--- src/rtl/ray_gen.sv ---
// -----------------------------------------------------------------------------
// ray_gen
//
// Camera ray generator feeding the ray input FIFO of the tracer. A start
// request in IDLE captures the camera vectors. The block then emits one primary
// ray per pixel of an IMG_W x IMG_H image in raster order: row 0 first, and
// column 0 first within each row.
//
// Ray directions are formed incrementally, with adders only:
//   dir(x, y) = dir_base + x*du + y*dv   (mod 2^D_BITS)
// A row accumulator (row_acc) holds dir(0, y). The column walk restarts from
// the row accumulator on each new row, so column-step error never carries
// across rows.
//
// Ports
//   clock       : single clock, rising edge
//   reset       : synchronous, active-high
//   start       : frame start request, sampled only in IDLE
//   cam_origin  : ray origin x, y, z (same for every ray of a frame)
//   dir_base    : direction of pixel (0, 0)
//   du, dv      : direction step per column / per row
//   in_full     : downstream FIFO full flag
//   ray_wr_en   : write strobe into the FIFO (combinational: RUN && !in_full)
//   ray_out     : [0..2] origin x, y, z; [3..5] direction x, y, z
//   pixel_x/y   : pixel coordinates of the ray currently on ray_out
//   busy        : high while the frame is being emitted
//   done        : one-cycle pulse after the last ray of a frame is accepted
// -----------------------------------------------------------------------------
module ray_gen #(
    parameter int D_BITS = 32,
    parameter int Q_BITS = 10,
    parameter int IMG_W  = 32,
    parameter int IMG_H  = 32,
    parameter int X_BITS = (IMG_W > 1) ? $clog2(IMG_W) : 1,
    parameter int Y_BITS = (IMG_H > 1) ? $clog2(IMG_H) : 1
) (
    input  logic                     clock,
    input  logic                     reset,
    input  logic                     start,
    input  logic signed [D_BITS-1:0] cam_origin [0:2],
    input  logic signed [D_BITS-1:0] dir_base   [0:2],
    input  logic signed [D_BITS-1:0] du         [0:2],
    input  logic signed [D_BITS-1:0] dv         [0:2],
    input  logic                     in_full,
    output logic                     ray_wr_en,
    output logic signed [D_BITS-1:0] ray_out    [0:5],
    output logic        [X_BITS-1:0] pixel_x,
    output logic        [Y_BITS-1:0] pixel_y,
    output logic                     busy,
    output logic                     done
);

    // Q_BITS only documents the fixed-point format; the datapath never rescales.
    if (IMG_W < 1 || IMG_H < 1 || Q_BITS < 0 || Q_BITS >= D_BITS) begin : g_param_check
        $error("ray_gen: illegal parameter combination");
    end

    typedef enum logic [1:0] {
        S_IDLE = 2'd0,
        S_RUN  = 2'd1,
        S_DONE = 2'd2
    } state_t;

    localparam logic [X_BITS-1:0] COL_LAST = X_BITS'(IMG_W - 1);
    localparam logic [Y_BITS-1:0] ROW_LAST = Y_BITS'(IMG_H - 1);

    state_t                     state_q,   state_d;
    logic        [X_BITS-1:0]   col_q,     col_d;
    logic        [Y_BITS-1:0]   row_q,     row_d;
    logic signed [D_BITS-1:0]   origin_q   [0:2];
    logic signed [D_BITS-1:0]   origin_d   [0:2];
    logic signed [D_BITS-1:0]   du_q       [0:2];
    logic signed [D_BITS-1:0]   du_d       [0:2];
    logic signed [D_BITS-1:0]   dv_q       [0:2];
    logic signed [D_BITS-1:0]   dv_d       [0:2];
    logic signed [D_BITS-1:0]   row_acc_q  [0:2];
    logic signed [D_BITS-1:0]   row_acc_d  [0:2];
    logic signed [D_BITS-1:0]   dir_q      [0:2];
    logic signed [D_BITS-1:0]   dir_d      [0:2];
    logic                       busy_q,    busy_d;
    logic                       done_q,    done_d;
    logic                       accept;

    // Next-state, pixel walk and direction accumulation.
    always_comb begin
        state_d = state_q;
        col_d   = col_q;
        row_d   = row_q;
        for (int i = 0; i < 3; i++) begin
            origin_d[i]  = origin_q[i];
            du_d[i]      = du_q[i];
            dv_d[i]      = dv_q[i];
            row_acc_d[i] = row_acc_q[i];
            dir_d[i]     = dir_q[i];
        end
        accept = 1'b0;

        case (state_q)
            S_IDLE: begin
                if (start) begin
                    col_d = {X_BITS{1'b0}};
                    row_d = {Y_BITS{1'b0}};
                    for (int i = 0; i < 3; i++) begin
                        origin_d[i]  = cam_origin[i];
                        du_d[i]      = du[i];
                        dv_d[i]      = dv[i];
                        row_acc_d[i] = dir_base[i];
                        dir_d[i]     = dir_base[i];
                    end
                    state_d = S_RUN;
                end else begin
                    state_d = S_IDLE;
                end
            end
            S_RUN: begin
                // The write strobe is the accept condition; a full FIFO freezes everything.
                accept = ~in_full;
                if (accept) begin
                    if (col_q != COL_LAST) begin
                        col_d = col_q + X_BITS'(1);
                        for (int i = 0; i < 3; i++) begin
                            dir_d[i] = dir_q[i] + du_q[i];
                        end
                    end else if (row_q != ROW_LAST) begin
                        // New row: restart the column walk from the row accumulator.
                        col_d = {X_BITS{1'b0}};
                        row_d = row_q + Y_BITS'(1);
                        for (int i = 0; i < 3; i++) begin
                            row_acc_d[i] = row_acc_q[i] + dv_q[i];
                            dir_d[i]     = row_acc_q[i] + dv_q[i];
                        end
                    end else begin
                        state_d = S_DONE;
                    end
                end else begin
                    state_d = S_RUN;
                end
            end
            S_DONE: begin
                state_d = S_IDLE;
            end
            default: begin
                state_d = S_IDLE;
            end
        endcase

        // Status flags are registered copies of the state being entered.
        busy_d = (state_d == S_RUN);
        done_d = (state_d == S_DONE);
    end

    // State and datapath registers with synchronous clear.
    always_ff @(posedge clock) begin
        if (reset) begin
            state_q <= S_IDLE;
            col_q   <= {X_BITS{1'b0}};
            row_q   <= {Y_BITS{1'b0}};
            busy_q  <= 1'b0;
            done_q  <= 1'b0;
            for (int i = 0; i < 3; i++) begin
                origin_q[i]  <= {D_BITS{1'b0}};
                du_q[i]      <= {D_BITS{1'b0}};
                dv_q[i]      <= {D_BITS{1'b0}};
                row_acc_q[i] <= {D_BITS{1'b0}};
                dir_q[i]     <= {D_BITS{1'b0}};
            end
        end else begin
            state_q <= state_d;
            col_q   <= col_d;
            row_q   <= row_d;
            busy_q  <= busy_d;
            done_q  <= done_d;
            for (int i = 0; i < 3; i++) begin
                origin_q[i]  <= origin_d[i];
                du_q[i]      <= du_d[i];
                dv_q[i]      <= dv_d[i];
                row_acc_q[i] <= row_acc_d[i];
                dir_q[i]     <= dir_d[i];
            end
        end
    end

    // Output mapping: ray words come straight from the latched origin and current direction.
    always_comb begin
        for (int i = 0; i < 3; i++) begin
            ray_out[i]     = origin_q[i];
            ray_out[3 + i] = dir_q[i];
        end
        ray_wr_en = accept;
        pixel_x   = col_q;
        pixel_y   = row_q;
        busy      = busy_q;
        done      = done_q;
    end

endmodule

--- config.mk ---
export PLATFORM = sky130hd
export DESIGN_NAME = ray_gen
export DESIGN_NICKNAME = d
export VERILOG_FILES = /design/src/rtl/ray_gen.sv
export SDC_FILE = /design/constraint.sdc
export NUM_CORES = 2
export LEC_CHECK = 0
export BUFFER_PORTS_ARGS = -buffer_cell sky130_fd_sc_hd__buf_4
export CAP_MARGIN = 5
export CORE_AREA = 2 2 229 231
export CTS_BUF_LIST = sky130_fd_sc_hd__clkbuf_4 sky130_fd_sc_hd__clkbuf_8
export DETAILED_ROUTE_END_ITERATION = 16
export DIE_AREA = 0 0 231 233
export GPL_TIMING_DRIVEN = 0
export PLACE_DENSITY = 0.93
export SYNTH_ARGS = -nofsm -noshare
export SYNTH_HDL_FRONTEND = slang
export SYNTH_SLANG_ARGS = --single-unit
--- constraint.sdc ---
create_clock -name clock -period 7.1 [get_ports clock]
set_clock_uncertainty 0.2 [all_clocks]
set_input_delay 1.065 -clock clock [delete_from_list [all_inputs] [get_ports clock]]
set_output_delay 1.065 -clock clock [all_outputs]
set_load 0.01 [all_outputs]
# ---- Yosys cells after proc, flatten, opt, wreduce, memory -nomap -nowiden
# Memories as Yosys holds them, arrays and structs flattened.
# Index checks and enable logic that the tools add are counted.
dict set report totals {
  inputBits 388
  latchBits 0
  wordCells 97
  n_memories 5
  ff_bits 14
  out_inout_bits 205
  romBits 0
  ram_bits 480
}
# name words word_bits rd rd_clocked_by_memory_dff write_ports line
set mem_list {}
lappend mem_list {dir_q 3 32 3 0 3 78} ;# logic signed [D_BITS-1:0] dir_q [0:2];
lappend mem_list {du_q 3 32 3 0 3 72} ;# logic signed [D_BITS-1:0] du_q [0:2];
lappend mem_list {dv_q 3 32 3 0 3 74} ;# logic signed [D_BITS-1:0] dv_q [0:2];
lappend mem_list {origin_q 3 32 3 0 3 70} ;# logic signed [D_BITS-1:0] origin_q [0:2];
lappend mem_list {row_acc_q 3 32 3 0 3 76} ;# logic signed [D_BITS-1:0] row_acc_q [0:2];
dict set report classes {
  shift 0
  bitwise 16
  add_sub_neg 8
  n_reduce_logical 4
  n_eq_ne 10
  magnitude_cmp 0
  n_mux 49
  n_div 0
  mul 0
}
# cell n
set ops {}
lappend ops {{2-to-1 mux 96 bit} 14}
lappend ops {{2-to-1 mux 32 bit} 15}
lappend ops {{one-hot mux 96 bit (2 select lines)} 2}
lappend ops {{adder 32 bit} 6}
lappend ops {{2-to-1 mux 5 bit} 7}
lappend ops {{one-hot mux 5 bit (2 select lines)} 2}
lappend ops {{bitwise OR 1 bit} 15}
lappend ops {{adder 5 x 1 -> 5 bit (second input constant)} 2}
lappend ops {{!= test 5 bit (second input constant)} 2}
lappend ops {{!= test 2 bit (second input constant)} 4}
lappend ops {{2-to-1 mux 2 bit} 3}
lappend ops {{2-to-1 mux 1 bit} 5}
lappend ops {{AND reduction 5 bit} 1}
lappend ops {{== test 2 x 1 -> 1 bit (second input constant)} 2}
lappend ops {{one-hot mux 2 bit (2 select lines)} 1}
lappend ops {{AND reduction 4 bit} 1}
lappend ops {{!= test 3 bit (second input constant)} 1}
lappend ops {{== test 2 bit (second input constant)} 1}
lappend ops {{zero test 2 bit} 1}
lappend ops {{nonzero test 2 bit} 1}
lappend ops {{inverter 1 bit} 1}

# ---- Logic depth before layout (Yosys ltp)
# An unclocked memory read counts as a cell.
dict set report logic_depth {
  word_depth 7
  mapped_depth 13
  ltp_nobuf 12
}

# ---- Worst setup path after synthesis
# No wires, ideal clock.
dict set report synth_path {
  path_kind {reg2reg}
  from {memory dir_q[2][0], in the netlist dir_q[0][64]}
  to {memory dir_q[2][16], in the netlist dir_q[0][80]}
  synth_period_minus_slack_ns 3.087
  setup_slack_ns 4.013
  t_required_ns 6.768
  n_path_buf 0
  t_arrival_ns 2.756
  setup_ns 0.132
  stages_incl_launch_ff 12
  cell_sequence {dfxtp_1 > ha_1 > fa_1 > a21o_1 > and4_1 > nor4_1 > o31ai_1 > a31o_2 > a21oi_1 > o21ai_0 > a2111oi_0 > o21ai_0}
}
# element line
set synth_lines {}
lappend synth_lines {{start: declaration} 78}

==> run summary <==
Post-Place Setup Slack = 2711 ps
Leak = 16.23 nW
Initial DRC Count = 4,725
Multi-input gate area = 17,680 µm²
Hold Vio Cnt, Final = 0
fmax = 220.9 MHz
total die area = 53,820 µm²
R2R depth = 13
Critical Path Stages = 13
Slew Limit Headroom = 0.02826
initial antenna violation count = 11
pin count of the biggest net entering global routing = 13
Detail Placement HPWL = 109.8 mm
H-tree depth = 3
WP data required = 7470 ps
cts bufs inserted = 86
Critical Path Max Stage Delay = 840 ps
Seq cells post-synth = 494
CP max-delay cell = nor2_1
commonest non-fill, non-tap cells in the layout = nand2_1 (910), buf_4 (594), a21oi_1 (578), dfxtp_1 (494), nor2_1 (226)
worst hold path class = reg -> reg
measured slew at the worst slew-check pin = 1458 ps
Max Slew Vio Count = 0
Synth Flop Type = dfxtp_1
number of synthesis warnings = 0
Syn Nets = 4,381
IO Pins = 593
clk_lat worst skew = 740 ps
RR Endpoint = row_acc_q[0][79]$_SDFFE_PP0P_
Core ar. = 51,090 µm²
CP endpoint = row_acc_q[0][79]$_SDFFE_PP0P_
Vias/cell = 6.418
Fin Hold WS = 256.2 ps
PnR worst setup slack = 2573 ps
Fin Setup TNS = 0 ps
worst path cell trace = ha_1, and3_1, ha_1, a21oi_1, mux2i_1, or2_0, buf_6, nor2_1, clkbuf_1, buf_1, o211ai_1, o21ai_0, nor2_1
status = complete, no violations
RSZ-0062 raised after global routing = no
max-cap viol count = 0
via count = 33,620
commonest non-fill, non-tap cell in the layout = nand2_1
clock sink count = 494
grt ovf = 0
clock slew at reported path FFs = 70 ps
Worst Setup Start Kind = flip-flop
library cells used by synthesis = 90
Final Critical Period = 4527 ps
number of global-route vias before repair = 31,030
DR pass1 iterations = 7
wirelength, routed = 139.9 mm
first-pass GRT wire length = 197.3 mm
number of I/O port buffers = 592
Post-CTS Repair Setup Buffers = 0
syn_area_per_cell = 7.554 µm²
Root Buffer = clkbuf_8
crit path from = pixel_y[0]$_SDFFE_PP0P_
hold_buf cts = 0
total track usage = 0.5014
R2R setup slack = 2570 ps
worst path bufs/invs = 3
critical path type = reg -> reg
Rows = 83
share of layout cells above drive strength 1 = 0.1783
CP Data Arrival Time = 4900 ps
ys async rst share = 0
area grow syn2layout = 25.39%
CP Capture Type = flip-flop
DRT antenna net count = 0
Max clock buf depth = 3
FILL cells = 4,283
CTS tree = done
post_cts resized = 0
critical path peak fanout = 10
fin crit share = 0.6376
Initial Utilization = 0.5613
Final setup viols = 0
cell area power density = 235.1 nW/µm²
CP delay by family, top = buffers and inverters
die width = 231 µm
post-synthesis instance area = 28,680 µm²
reg2reg start = pixel_y[0]$_SDFFE_PP0P_
Routed WL per cell = 26.70 µm
gp weighted congestion = 1.097
Cells after Synth = 3,797
post-synthesis sequential area ratio = 0.3448
drc violations = 0
Reg area = 9889 µm²
Die H = 233 µm
VDD IR-drop max = 0.2251 mV
final net count = 5,061
number of synthesized flops with an enable pin = 0
[kinds of logic (layout without fill, tap and decap cells)]
group / after synthesis / after routing / synth area share
mux: 37 / 37 / 0.01309
compound gates: 1239 / 1239 / 0.2661
other cells: 0 / 10 / 0
fa+ha+maj: 196 / 196 / 0.08707
buf+inv: 279 / 1030 / 0.03861
xor+xnor: 152 / 152 / 0.04642
simple gates: 1400 / 1400 / 0.2039
flops: 494 / 494 / 0.3448
[worst register-to-register path, delay by kind of cell (launching register included)]
kind / cells / cell delay (ps)
fa+ha+maj: 2 / 480
flops: 1 / 360
mux: 1 / 100
simple gates: 4 / 1310
compound gates: 3 / 490
buf+inv: 3 / 1430
[Yosys cell counts, types with 26 or more instances]
master    count  area, µm²
a311oi_1     48      420.4
nand3_1      56      280.3
o21ai_0     183      915.9
o211ai_1     46      345.3
xor2_1       57      499.2
nand4_1      31      193.9
a211oi_1     43      322.8
a31oi_1      40      250.2
ha_1        190       2377
buf_1        30      112.6
inv_1        41      153.9
dfxtp_1     494       9889
a21o_1      110      825.8
xnor2_1      95      832.1
nand2_1     910       3416
nor2_1      226      848.3
mux2i_1      33      330.3
clkbuf_1    193      724.4
nor3_1       44      220.2
o21bai_1     28      210.2
a21oi_1     578       2893
and3_1       26      162.7
[per-stage QoR]
step             util  cells  total power, mW  instance area, µm²
2_1_floorplan       -   3797            4.338               28680
3_3_place_gp   0.6650   5069            5.296               33980
3_5_place_dp   0.6650   5069            5.329               33980
4_1_cts        0.7034   5228            8.261               35940
5_1_grt        0.7037   5234            8.637               35950
6_report       0.7039   5238            8.456               35960
[registers in the layout (all words and copies together) (netlist names), 2 cells and up]
name	cells
dir_q	96
du_q	96
dv_q	96
origin_q	96
pixel_x	5
pixel_y	5
row_acc_q	96
state_q	2
[routing by layer]
layer	share of wire	global-route usage
met5	0.00080	0.01195
met1	0.36	0.5994
met2	0.40	0.7227
met3	0.15	0.1979
met4	0.091	0.3748
[cell type report]
cell class,instances,area share
multi-input cells,3024,0.4917
plain buffers,237,0.02641
inverters,42,0.004384
clock inverters,22,0.005984
repair buffers,592,0.1236
flip-flops and latches,494,0.2750
diodes,10,0.0006958
clock buffers,137,0.04860
well taps,680,0.02366
[power breakdown]
part           switching, mW  leakage (nW)  internal [mW]  total (mW)
clock                   1.33          1.04           1.68        3.01
combinational           1.46          11.1          0.780        2.24
sequential             0.219          4.07           2.99        3.21
[worst min path at each step]
| stage | from | to | slack (ps) | depth (start not counted) |
|---|---|---|---|---|
| 6_report | origin_q[0][86]$_SDFFE_PP0P_ | origin_q[0][86]$_SDFFE_PP0P_ | 260 | 2 |
| 3_5_place_dp | origin_q[0][39]$_SDFFE_PP0P_ | origin_q[0][39]$_SDFFE_PP0P_ | 250 | 2 |
| 3_3_place_gp | origin_q[0][47]$_SDFFE_PP0P_ | origin_q[0][47]$_SDFFE_PP0P_ | 240 | 2 |
| 2_1_floorplan | row_acc_q[0][2]$_SDFFE_PP0P_ | row_acc_q[0][2]$_SDFFE_PP0P_ | 240 | 2 |
| 5_1_grt | du_q[0][10]$_SDFFE_PP0P_ | du_q[0][10]$_SDFFE_PP0P_ | 270 | 2 |
| 4_1_cts | origin_q[0][66]$_SDFFE_PP0P_ | origin_q[0][66]$_SDFFE_PP0P_ | 260 | 2 |
(Power assumes the default switching activity.)
